### config.mk
export PLATFORM = sky130hd
export DESIGN_NAME = chicken_datapath_flat
export DESIGN_NICKNAME = d
export VERILOG_FILES = /design/src/rtl/chicken_datapath_if.sv /design/src/rtl/chicken_datapath.sv /design/src/flat_wrapper.sv
export SDC_FILE = /design/constraint.sdc
export NUM_CORES = 1
export LEC_CHECK = 0
export ABC_AREA = 1
export CAP_MARGIN = 10
export CORE_UTILIZATION = 40
export CTS_CLUSTER_SIZE = 24
export DETAILED_ROUTE_END_ITERATION = 8
export MAX_ROUTING_LAYER = met4
export PLACE_DENSITY = 0.71
export SLEW_MARGIN = 40
export SYNTH_ARGS = -nofsm -noshare
export SYNTH_HDL_FRONTEND = slang
export SYNTH_SLANG_ARGS = --single-unit
export TNS_END_PERCENT = 50
### constraint.sdc
create_clock -name clk -period 10.3 [get_ports clk]
set_clock_uncertainty 0.1 [all_clocks]
set_input_delay 2.06 -clock clk [delete_from_list [all_inputs] [get_ports clk]]
set_output_delay 2.06 -clock clk [all_outputs]
set_load 0.01 [all_outputs]
### src/rtl/chicken_datapath_if.sv
// chicken_datapath_if: control-unit/keypad inputs and game status/display outputs of the datapath
interface chicken_datapath_if;
  logic start_btn;
  logic [3:0] key;
  logic A;
  logic [1:0] N;
  logic [2:0] M;
  logic c;
  logic go;
  logic win;
  logic [1:0] cur_player;
  logic [3:0] cur_pos;
  logic [15:0] positions;
  logic [1:0] winner;
  logic card_led;
  modport master (
    output start_btn, key, A, N, M,
    input c, go, win, cur_player, cur_pos, positions, winner, card_led
  );
  modport slave (
    input start_btn, key, A, N, M,
    output c, go, win, cur_player, cur_pos, positions, winner, card_led
  );
endinterface

### src/rtl/chicken_datapath.sv
// chicken_datapath: board positions, step counts, match judging and win detection for the chicken game
module chicken_datapath #(
  parameter int NUM_TILES = 12,
  parameter int NUM_PICS  = 6,
  parameter int TILE_SEED = 0,
  parameter int CARD_STEP = 5,
  parameter int CARD_SEED = 0,
  parameter int WIN_STEPS = 12
) (
  input logic clk,
  input logic rst,
  chicken_datapath_if.slave bus
);
  localparam logic [2:0] S_IDLE  = 3'b000;
  localparam logic [2:0] S_SETUP = 3'b010;
  localparam logic [2:0] S_PICK  = 3'b011;
  localparam logic [2:0] S_JUDGE = 3'b100;
  localparam logic [2:0] S_MISS  = 3'b101;
  function automatic logic [3:0] pic_tile(input logic [3:0] t);
    return 4'((32'(t) + TILE_SEED) % NUM_PICS);
  endfunction
  function automatic logic [3:0] pic_card(input logic [3:0] k);
    return 4'(((32'(k) - 1) * CARD_STEP + CARD_SEED) % NUM_PICS);
  endfunction
  logic [3:0][3:0] pos_q, pos_d;
  logic [3:0][7:0] step_q, step_d;
  logic [1:0] cur_q, cur_d, winner_q, winner_d;
  logic [2:0] np_q, np_d;
  logic go_q, go_d, win_q, win_d, c_q, c_d, btn_q;
  logic [3:0] cur_pos, nxt;
  logic [7:0] step_inc;
  logic key_ok;
  assign cur_pos = pos_q[cur_q];
  assign nxt = (cur_pos == 4'(NUM_TILES - 1)) ? 4'd0 : cur_pos + 4'd1;
  assign step_inc = (step_q[cur_q] >= 8'(WIN_STEPS)) ? 8'(WIN_STEPS) : step_q[cur_q] + 8'd1;
  // keys beyond the board are treated as a miss rather than aliased onto a card
  assign key_ok = (bus.key != 4'd0) && (32'(bus.key) <= NUM_TILES);
  always_comb begin
    pos_d = pos_q;
    step_d = step_q;
    cur_d = cur_q;
    winner_d = winner_q;
    np_d = np_q;
    go_d = go_q;
    win_d = win_q;
    c_d = bus.start_btn && !btn_q && (bus.M == S_IDLE);
    if (bus.M == S_SETUP) begin
      np_d = {1'b0, bus.N} + 3'd1;
      pos_d = '0;
      step_d = '0;
      cur_d = '0;
      go_d = 1'b0;
      win_d = 1'b0;
    end else if (bus.M == S_PICK && bus.key != 4'd0) begin
      go_d = key_ok && (pic_card(bus.key) == pic_tile(nxt));
    end else if (bus.M == S_JUDGE && go_q) begin
      pos_d[cur_q] = nxt;
      step_d[cur_q] = step_inc;
      if (step_inc >= 8'(WIN_STEPS)) begin
        win_d = 1'b1;
        winner_d = cur_q;
      end
    end else if (bus.M == S_MISS) begin
      cur_d = ({1'b0, cur_q} == np_q - 3'd1) ? 2'd0 : cur_q + 2'd1;
    end
  end
  always_ff @(posedge clk) begin
    if (rst) begin
      pos_q <= '0;
      step_q <= '0;
      cur_q <= '0;
      winner_q <= '0;
      np_q <= 3'd1;
      go_q <= 1'b0;
      win_q <= 1'b0;
      c_q <= 1'b0;
      btn_q <= 1'b0;
    end else begin
      pos_q <= pos_d;
      step_q <= step_d;
      cur_q <= cur_d;
      winner_q <= winner_d;
      np_q <= np_d;
      go_q <= go_d;
      win_q <= win_d;
      c_q <= c_d;
      btn_q <= bus.start_btn;
    end
  end
  assign bus.c = c_q;
  assign bus.go = go_q;
  assign bus.win = win_q;
  assign bus.cur_player = cur_q;
  assign bus.cur_pos = cur_pos;
  assign bus.positions = pos_q;
  assign bus.winner = winner_q;
  assign bus.card_led = bus.A;
endmodule

### src/flat_wrapper.sv
// flat-port wrapper written by rule: the top's interface ports become plain ports
module chicken_datapath_flat 
#(
  parameter int NUM_TILES = 12,
  parameter int NUM_PICS  = 6,
  parameter int TILE_SEED = 0,
  parameter int CARD_STEP = 5,
  parameter int CARD_SEED = 0,
  parameter int WIN_STEPS = 12
)
  (clk, rst, bus_start_btn, bus_key, bus_A, bus_N, bus_M, bus_c, bus_go, bus_win, bus_cur_player, bus_cur_pos, bus_positions, bus_winner, bus_card_led);
  chicken_datapath_if bus_i ();
  input logic clk;
  input logic rst;
  input wire logic [$bits(bus_i.start_btn)-1:0] bus_start_btn;
  input wire logic [$bits(bus_i.key)-1:0] bus_key;
  input wire logic [$bits(bus_i.A)-1:0] bus_A;
  input wire logic [$bits(bus_i.N)-1:0] bus_N;
  input wire logic [$bits(bus_i.M)-1:0] bus_M;
  output wire logic [$bits(bus_i.c)-1:0] bus_c;
  output wire logic [$bits(bus_i.go)-1:0] bus_go;
  output wire logic [$bits(bus_i.win)-1:0] bus_win;
  output wire logic [$bits(bus_i.cur_player)-1:0] bus_cur_player;
  output wire logic [$bits(bus_i.cur_pos)-1:0] bus_cur_pos;
  output wire logic [$bits(bus_i.positions)-1:0] bus_positions;
  output wire logic [$bits(bus_i.winner)-1:0] bus_winner;
  output wire logic [$bits(bus_i.card_led)-1:0] bus_card_led;
  assign bus_i.start_btn = bus_start_btn;
  assign bus_i.key = bus_key;
  assign bus_i.A = bus_A;
  assign bus_i.N = bus_N;
  assign bus_i.M = bus_M;
  assign bus_c = bus_i.c;
  assign bus_go = bus_i.go;
  assign bus_win = bus_i.win;
  assign bus_cur_player = bus_i.cur_player;
  assign bus_cur_pos = bus_i.cur_pos;
  assign bus_positions = bus_i.positions;
  assign bus_winner = bus_i.winner;
  assign bus_card_led = bus_i.card_led;
  chicken_datapath #(.NUM_TILES(NUM_TILES), .NUM_PICS(NUM_PICS), .TILE_SEED(TILE_SEED), .CARD_STEP(CARD_STEP), .CARD_SEED(CARD_SEED), .WIN_STEPS(WIN_STEPS)) u_core (.clk(clk), .rst(rst), .bus(bus_i));
endmodule
* After elaboration in Yosys (flattened, before gate mapping)
Cells that the tools add are included.
Widths: inputs -> output; s select.
** Cells by class
- $add $sub $neg :: 6
- $mul :: 1
- Divide/modulo/power cells :: 2
- $lt $le $gt $ge :: 5
- Equality and inequality tests :: 7
- Muxes and demuxes :: 13
- Bitwise gates (word level) :: 3
- Reductions and logical operators :: 15
** Operator list (count)
- $bwmux 32 :: 1
- $mod 32x3->32 const B :: 1
- $mod 4x3->32 const B :: 1
- $mul 32x3->32 const B :: 1
- $mux 8 :: 3
- $bmux 8 s2 :: 1
- $bwmux 16 :: 1
- $demux 8 s2 :: 1
- $ge 8x4->1 const B :: 2
- $mux 4 :: 3
- $add 8x1->8 const B :: 1
- $bmux 4 s2 :: 1
- $demux 4 s2 :: 1
- $logic_and 1x1->1 :: 7
- $eq 3x2->1 const B :: 2
- $eq 3x3->1 const B :: 2
- $reduce_and 3->1 :: 2
- $sub 4x1->5 const B :: 1
- $add 4x1->4 const B :: 1
- $eq 4x4->1 :: 1
- $eq 4x4->1 const B :: 1
- $le 4x4->1 const B :: 1
- $reduce_and 4->1 :: 1
- $reduce_bool 4->1 :: 1
- other kinds (12) :: 14
** Storage, ports and cells
- Register bits after elaboration :: 59
- Output and inout bits :: 28
- Logic and storage cells :: 67

* Logic depth before layout (Yosys ltp)
Gate-level depths: netlist of run 1.
- Depth in word-level cells :: 7
- Gate-level depth with buffers :: 101
- Depth with buffers taken out :: 101

* Worst setup path after synthesis of run 1
Ideal clock, no wire load.
- Path kind :: input -> register
- Start point :: input port bus_key[0]
- End point :: register u_core.go_q (netlist: u_core.bus.go)
- Arrival time :: 10682 ps
- Path slack :: -613 ps
- Stages on the path :: 93
- Cell sequence :: inv_1 -> ha_1 -> nand3_1 -> inv_1 -> ha_1 -> inv_1 -> fa_1 -> o21bai_1 -> nand2_1 -> ha_1 -> inv_2 -> nand2_2 -> nor2_1 -> a21oi_1 -> o21ai_1 -> nand3_1 -> nand2_1 -> inv_1 -> (+57 left out) -> o21ai_1 -> nand2_1 -> clkinv_1 -> o21ai_2 -> nand3_2 -> nand2_1 -> nand2_1 -> and2_1 -> ha_1 -> nand3b_1 -> nand2_1 -> clkinv_1 -> nand2_1 -> nand2_1 -> nand2_1 -> nor2_2 -> nand2_1 -> a21oi_2
** Between the ends
- Cells in the longest elaborated chain, start to end :: 5
** RTL lines
- start, declared :: RTL line flat_wrapper.sv:16 : input wire logic [$bits(bus_i.key)-1:0] bus_key;
- $sub 4x1->5 :: RTL line chicken_datapath.sv:23 : return 4'(((32'(k) - 1) * CARD_STEP + CARD_SEED) % NUM_PICS);
- $mul 32x3->32 :: RTL line chicken_datapath.sv:23
- $mod 32x3->32 :: RTL line chicken_datapath.sv:23
- $eq 4x4->1 :: RTL line chicken_datapath.sv:55 : go_d = key_ok && (pic_card(bus.key) == pic_tile(nxt));
- $logic_and 1x1->1 :: RTL line chicken_datapath.sv:55
- end signal, assigned :: RTL line chicken_datapath.sv:84 : go_q <= go_d;
- end, declared :: RTL line chicken_datapath.sv:29 : logic go_q, go_d, win_q, win_d, c_q, c_d, btn_q;
Several ways; a longest one is shown, not always the timed one.
A chain may end at the register's enable or synchronous reset.

* Worst setup path after layout of run 1
Ends and elaborated chain as after synthesis.

==> impl_metrics.json, run 1 <==
{
  "avgSynthCellArea_um2": 6.55,
  "rr_startpoint": "u_core.bus.cur_player[1]",
  "worst_path_max_delay_cell": "fa_2",
  "ys.flop_type": "dfxtp_1",
  "end_kind": "flip-flop",
  "first_iter_violations": 212,
  "power_frac_comb": 0.436,
  "ant_nets": 0,
  "clk_root_buffer_cell": "clkbuf_8",
  "nFillCells": 962,
  "drc": 0,
  "p_sw_uw": 304,
  "drt-pass1-iter-count": 5,
  "cts.clk_slew.worst_paths_ns": 0.06,
  "antenna_found_initial": 0,
  "slew_headroom": 0.549,
  "via_count": 4731,
  "status": "complete, but fails checks",
  "ios": 41,
  "die_y_um": 108,
  "rsz0062_at_grt": "yes",
  "rows": 38,
  "async_flop_share": 0,
  "num-nets-final": 813,
  "p_int_uw": 522,
  "track_usage": 0.201,
  "drv_slew": 0,
  "grt_pass1_wl_um": 18500,
  "worst_setup_path_start_kind": "primary input",
  "vias_per_cell": 5.18,
  "hp-start": "u_core.btn_q",
  "core-area_um2": 10900,
  "holdPathStages": 1,
  "insertion_delay_ns": 0.34,
  "grt.overflow.total": 0,
  "gp_congestion": 0.823,
  "fin_ws_ns": -1.40,
  "insertedDiodeCount": 0,
  "power_per_cell_area_nw_per_um2": 133,
  "worst_slew_pin_slew_ns": 0.676,
  "ir_drop_mv": 0.0911,
  "power_frac_clock": 0.286,
  "h-tree-depth": 3,
  "cp_data_arrival_time_ns": 11.81,
  "netlist_instances": 684,
  "min_period_over_period": 1.14,
  "reg2regPathDepth": 23,
  "path_max_fanout": 5,
  "failed_checks": "negative setup slack",
  "crit_start": "bus_key[0]",
  "period_minus_slack_ns": 11.70,
  "dpl.cell_count": 883,
  "cts_made_buffers": 9,
  "drive_gt1_frac": 0.316,
  "synthDistinctLibCells": 46,
  "synth-seq-area-share": 0.264,
  "hold_path.class": "reg2reg",
  "hpwl_um": 8240,
  "cp_data_required_time_ns": 10.41,
  "die_w_um": 108,
  "cap_violations": 0,
  "initial_utilization": 0.411,
  "tritoncts": "yes",
  "p_leak_uw": 0.00286,
  "switching_share": 0.368,
  "crit_type": "in2reg",
  "area_growth_pct": 38.4,
  "cts_buffer_depth": 2,
  "hold_slack_ns": 0.304,
  "grt_max_degree": 41,
  "routed_wl_um": 12000,
  "numClockSinks": 59,
  "synth.ff_latch_count": 59,
  "grt_pass1_vias": 4196,
  "wl_per_cell_um": 13.2,
  "stdcell_count": 913,
  "hold_viol_final": 0,
  "critPathMaxStageDelay_ns": 0.39,
  "fp.dieArea_um2": 11600,
  "portBuffers": 38,
  "sequentialPowerShare": 0.278,
  "synth_nets": 729,
  "setup_viol": 1,
  "max_freq_ghz": 0.0855,
  "cp_common_cell": "nand2_2",
  "syn_area_um2": 4480,
  "yosysWarnings": 0,
  "synth_enable_flop_cells": 0
}
## routing by layer
layer  vias to the layer above  share of wire  track usage
li1                       2403              -            -
met1                      2206           0.45        0.248
met2                       102           0.49        0.333
met3                        20          0.039       0.0412
met4                         0          0.018       0.0538
met5                         -              0            -
## registers in the layout (all words and copies together), names as in the netlist
register               flops
u_core.bus.go              1
u_core.bus.win             1
u_core.bus.c               1
u_core.btn_q               1
u_core.bus.winner          2
u_core.bus.positions      16
u_core.bus.cur_player      2
u_core.step_q             32
u_core.np_q                3
## through the flow
step	utilization	worst slack (ns)	total power, uW	TNS (ns)	area [um^2]
after detailed placement	0.486	-1.88	508	-1.88	5290
after global routing	0.569	-1.99	880	-1.99	6200
final	0.569	-1.40	827	-1.40	6200
after CTS	0.508	-1.49	746	-1.49	5530
after floorplan	-	-0.278	448	-0.278	4530
after global placement	0.486	-1.27	494	-1.27	5290
## cell families (layout without fill, tap and decap cells)
family | after synthesis | in the layout | synth area share
simple gates | 293 | 293 | 0.297
compound gates | 164 | 164 | 0.213
buf+inv | 128 | 217 | 0.115
flops | 59 | 59 | 0.264
fa+ha+maj | 32 | 32 | 0.0911
xor+xnor | 8 | 8 | 0.0198
## power groups by stage
stage               clock network (uW)  registers, uW  logic (uW)
finish                             236            230         360
global route                       253            230         397
CTS                                240            230         276
detailed placement                   0            235         273
global placement                     0            235         259
floorplan                            0            235         212
## critical path: cells and delay by family
kind,cells,cell delay (ns)
AND/OR/NAND/NOR,45,4.16
XOR/XNOR,1,0.20
AO/OA/AOI/OAI,25,3.53
adder cells (fa/ha/maj),5,1.22
buffers and inverters,8,0.63
## area by class of cell
| cell class | count | area [um^2] | area share |
|---|---|---|---|
| Sequential cell | 59 | 1180 | 0.191 |
| Inverter | 109 | 434 | 0.0701 |
| Clock inverter | 5 | 75.1 | 0.0121 |
| Timing Repair Buffer | 92 | 808 | 0.130 |
| Multi-Input combinational cell | 497 | 3370 | 0.544 |
| Clock buffer | 11 | 151 | 0.0244 |
| Tap cell | 140 | 175 | 0.0283 |
## cells in the mapped netlist, types with 3 or more instances
library cell  instances  area share
nand2_1             162        0.14
inv_1                93       0.078
dfxtp_1              59        0.26
a21oi_1              56       0.063
nand3_1              50       0.056
o21ai_0              46       0.051
ha_1                 31       0.087
nor2_1               29       0.024
o21ai_1              23       0.026
nand2_2              18       0.025
clkbuf_1             15       0.013
nand3_2              13       0.029
inv_2                11      0.0092
nor3_1               10       0.011
o21bai_1              8       0.013
o21ai_2               6       0.012
a32oi_1               5      0.0098
xor2_1                4      0.0078
clkinv_1              3      0.0025
nor2_2                3      0.0042
o211ai_1              3      0.0050
xnor2_1               3      0.0059
## placed cells by master (no fill, tap or decap), types with 5 or more instances in the layout
cell type and count:
nand3_4 10, a21oi_1 52, nand2_2 54, a32oi_1 5, buf_4 53, dfxtp_1 59
inv_4 5, inv_1 86, nand3_2 24, o21bai_1 6, nor2_1 27, nor3_1 10
clkbuf_8 11, o21ai_1 10, nand2_4 9, inv_2 15, a21oi_2 5, o21ai_0 46
nand3_1 29, nand2_1 117, ha_4 6, o21ai_2 18, clkdlybuf4s50_1 34, ha_1 24
## timing repair
item,4_1_cts,5_1_grt
pin swaps,2,88
setup endpoints to repair,1,1
hold buffers,0,0
gates resized for setup,4,144
buffers inserted,0,14
## final timing paths
check,to,slack (ns)
setup / recovery,u_core.bus.go,-1.40
hold / removal,u_core.bus.c,0.30
setup reg to reg,u_core.bus.go,5.95
hold reg to reg,u_core.bus.c,0.30
No activity file was read; power rests on OpenSTA's default activity.
==> run 2: changes to the inputs <==
- PLACE_DENSITY: 0.71 -> 0.69
- clock period: 10.3 -> 15 ns (I/O delays scaled with it)
==> run 2 against run 1 <==
The flow now finishes without violations. Clock-buffer cell count is 1 higher. Setup slack improved by 2.7 ns. First-iteration DRC count is 24% higher. Critical endpoint unchanged. Highest routed layer unchanged.
==> impl_metrics.json, run 2 (synthesis results as in run 1) <==
{
  "drive_gt1_frac": 0.110,
  "vias_per_cell": 5.19,
  "path_max_fanout": 14,
  "clk_root_buffer_cell": "clkbuf_8",
  "wl_per_cell_um": 12.4,
  "routed_wl_um": 10600,
  "portBuffers": 38,
  "fin_ws_ns": 1.31,
  "via_count": 4462,
  "ios": 41,
  "grt_util_met3": 0.0309,
  "slew_headroom": 0.537,
  "pre_cts_slack_ns": 0.728,
  "cp_data_arrival_time_ns": 13.78,
  "largest_reg_flops": 32,
  "cts_made_buffers": 9,
  "power_per_cell_area_nw_per_um2": 87.9,
  "drc": 0,
  "critPathMaxStageDelay_ns": 0.52,
  "ant_nets": 0,
  "grt_pass1_vias": 4051,
  "cp_data_required_time_ns": 15.09,
  "fp.dieArea_um2": 11600,
  "grt.overflow.total": 0,
  "ir_drop_mv": 0.0629,
  "initial_utilization": 0.411,
  "grt_max_degree": 41,
  "grt.busiest_layer": "met2",
  "drt-pass1-iter-count": 5,
  "mostFrequentLayoutCells": "nand2_1 (161), inv_1 (93), dfxtp_1 (59), a21oi_1 (56), nand3_1 (50)",
  "worst_path_max_delay_cell": "clkdlybuf4s50_1",
  "top_register": "u_core.step_q",
  "grt_pass1_wl_um": 18000,
  "cts_buffer_depth": 2,
  "drv_slew": 0,
  "h-tree-depth": 3,
  "worst_slew_pin_slew_ns": 0.694,
  "die_y_um": 108,
  "post_cts_buffers": 0,
  "setup_viol": 0,
  "core-area_um2": 10900,
  "cap_violations": 0,
  "die_w_um": 108,
  "min_period_over_period": 0.912,
  "crit_type": "in2reg",
  "hold_buffers": 0,
  "first_iter_violations": 263,
  "timing.setup.tns_ns": 0,
  "layout_commonest_cell": "nand2_1",
  "area_growth_pct": 14.1,
  "numClockSinks": 59,
  "period_minus_slack_ns": 13.69,
  "cts.clk_slew.worst_paths_ns": 0.06,
  "cp_common_cell": "nand2_1",
  "insertedDiodeCount": 0,
  "rsz0062_at_grt": "no",
  "track_usage": 0.197,
  "hold_viol_final": 0,
  "met2_usage": 0.323,
  "max_freq_ghz": 0.0731,
  "place_area_um2": 4940,
  "insertion_delay_ns": 0.33,
  "power.total_uw": 449,
  "hold_path.class": "reg2reg",
  "status": "finished clean",
  "end_kind": "flip-flop",
  "antenna_found_initial": 0,
  "tritoncts": "yes",
  "p_leak_uw": 0.00239,
  "design_area_um2": 5110,
  "num-nets-final": 760,
  "hpwl_um": 7900,
  "gp_congestion": 0.820,
  "grt_use_met1": 0.246,
  "rows": 38,
  "worst_setup_path_start_kind": "primary input"
}
-- run 2: cell types whose count changed in the layout (fill, tap and decap cells not counted), moves of 9 or more --
cell     change
nand2_4      -9
nand2_2     -35
nand3_4     -10
nand2_1     +44
o21ai_1     +13
nand3_2     -11
buf_4       -52
nand3_1     +21
o21ai_2     -12
-- run 2: critical path: cells and delay by family --
kind                       cells  cell delay [ns]
and+or+nand+nor               60             5.56
AOI/OAI and AO/OA             17             2.31
adders and majority gates      5             1.58
buffers and inverters          8             1.33
-- run 2: timing repair --
item,4_1_cts,5_1_grt
hold endpoints to repair,0,0
endpoints found under the setup margin,0,1
resized for setup,0,2
-- run 2: through the flow --
stage / utilization / hold slack [ns] / cells
final: 0.469 / 0.290 / 859
after detailed placement: 0.454 / 0.290 / 844
after global placement: 0.454 / 0.281 / 844
after CTS: 0.469 / 0.293 / 859
after floorplan: - / 0.272 / 684
after global routing: 0.469 / 0.305 / 859
-- run 2: area by class of cell --
cell class / instances / area (um^2)
inverters: 109 / 417
flip-flops and latches: 59 / 1180
fillers: 1079 / 5780
well taps: 140 / 175
clock buffers: 12 / 145
clock inverters: 3 / 15.0
multi-input cells: 497 / 2790
repair buffers: 39 / 388
-- run 2: power breakdown --
group	switching, uW	leakage [uW]	internal [uW]
registers	0.485	0.000476	158
logic	110	0.00183	61.6
clock network	56.7	0.0000860	62.7
total	167	0.00239	282
-- run 2: layer usage --
layer / part of all wire / up-vias
li1: - / 2305
met1: 0.47 / 2048
met2: 0.47 / 92
met3: 0.037 / 17
met4: 0.017 / 0
met5: 0 / -
-- run 2: path summary, 6_finish.rpt --
kind / cells past startpoint / slack, ns / startpoint / endpoint
setup / recovery: 90 / 1.31 / bus_key[0] / u_core.bus.go
hold / removal: 1 / 0.29 / u_core.btn_q / u_core.bus.c
setup reg to reg: 23 / 10.60 / u_core.bus.cur_player[1] / u_core.bus.go
hold reg to reg: 1 / 0.29 / u_core.btn_q / u_core.bus.c
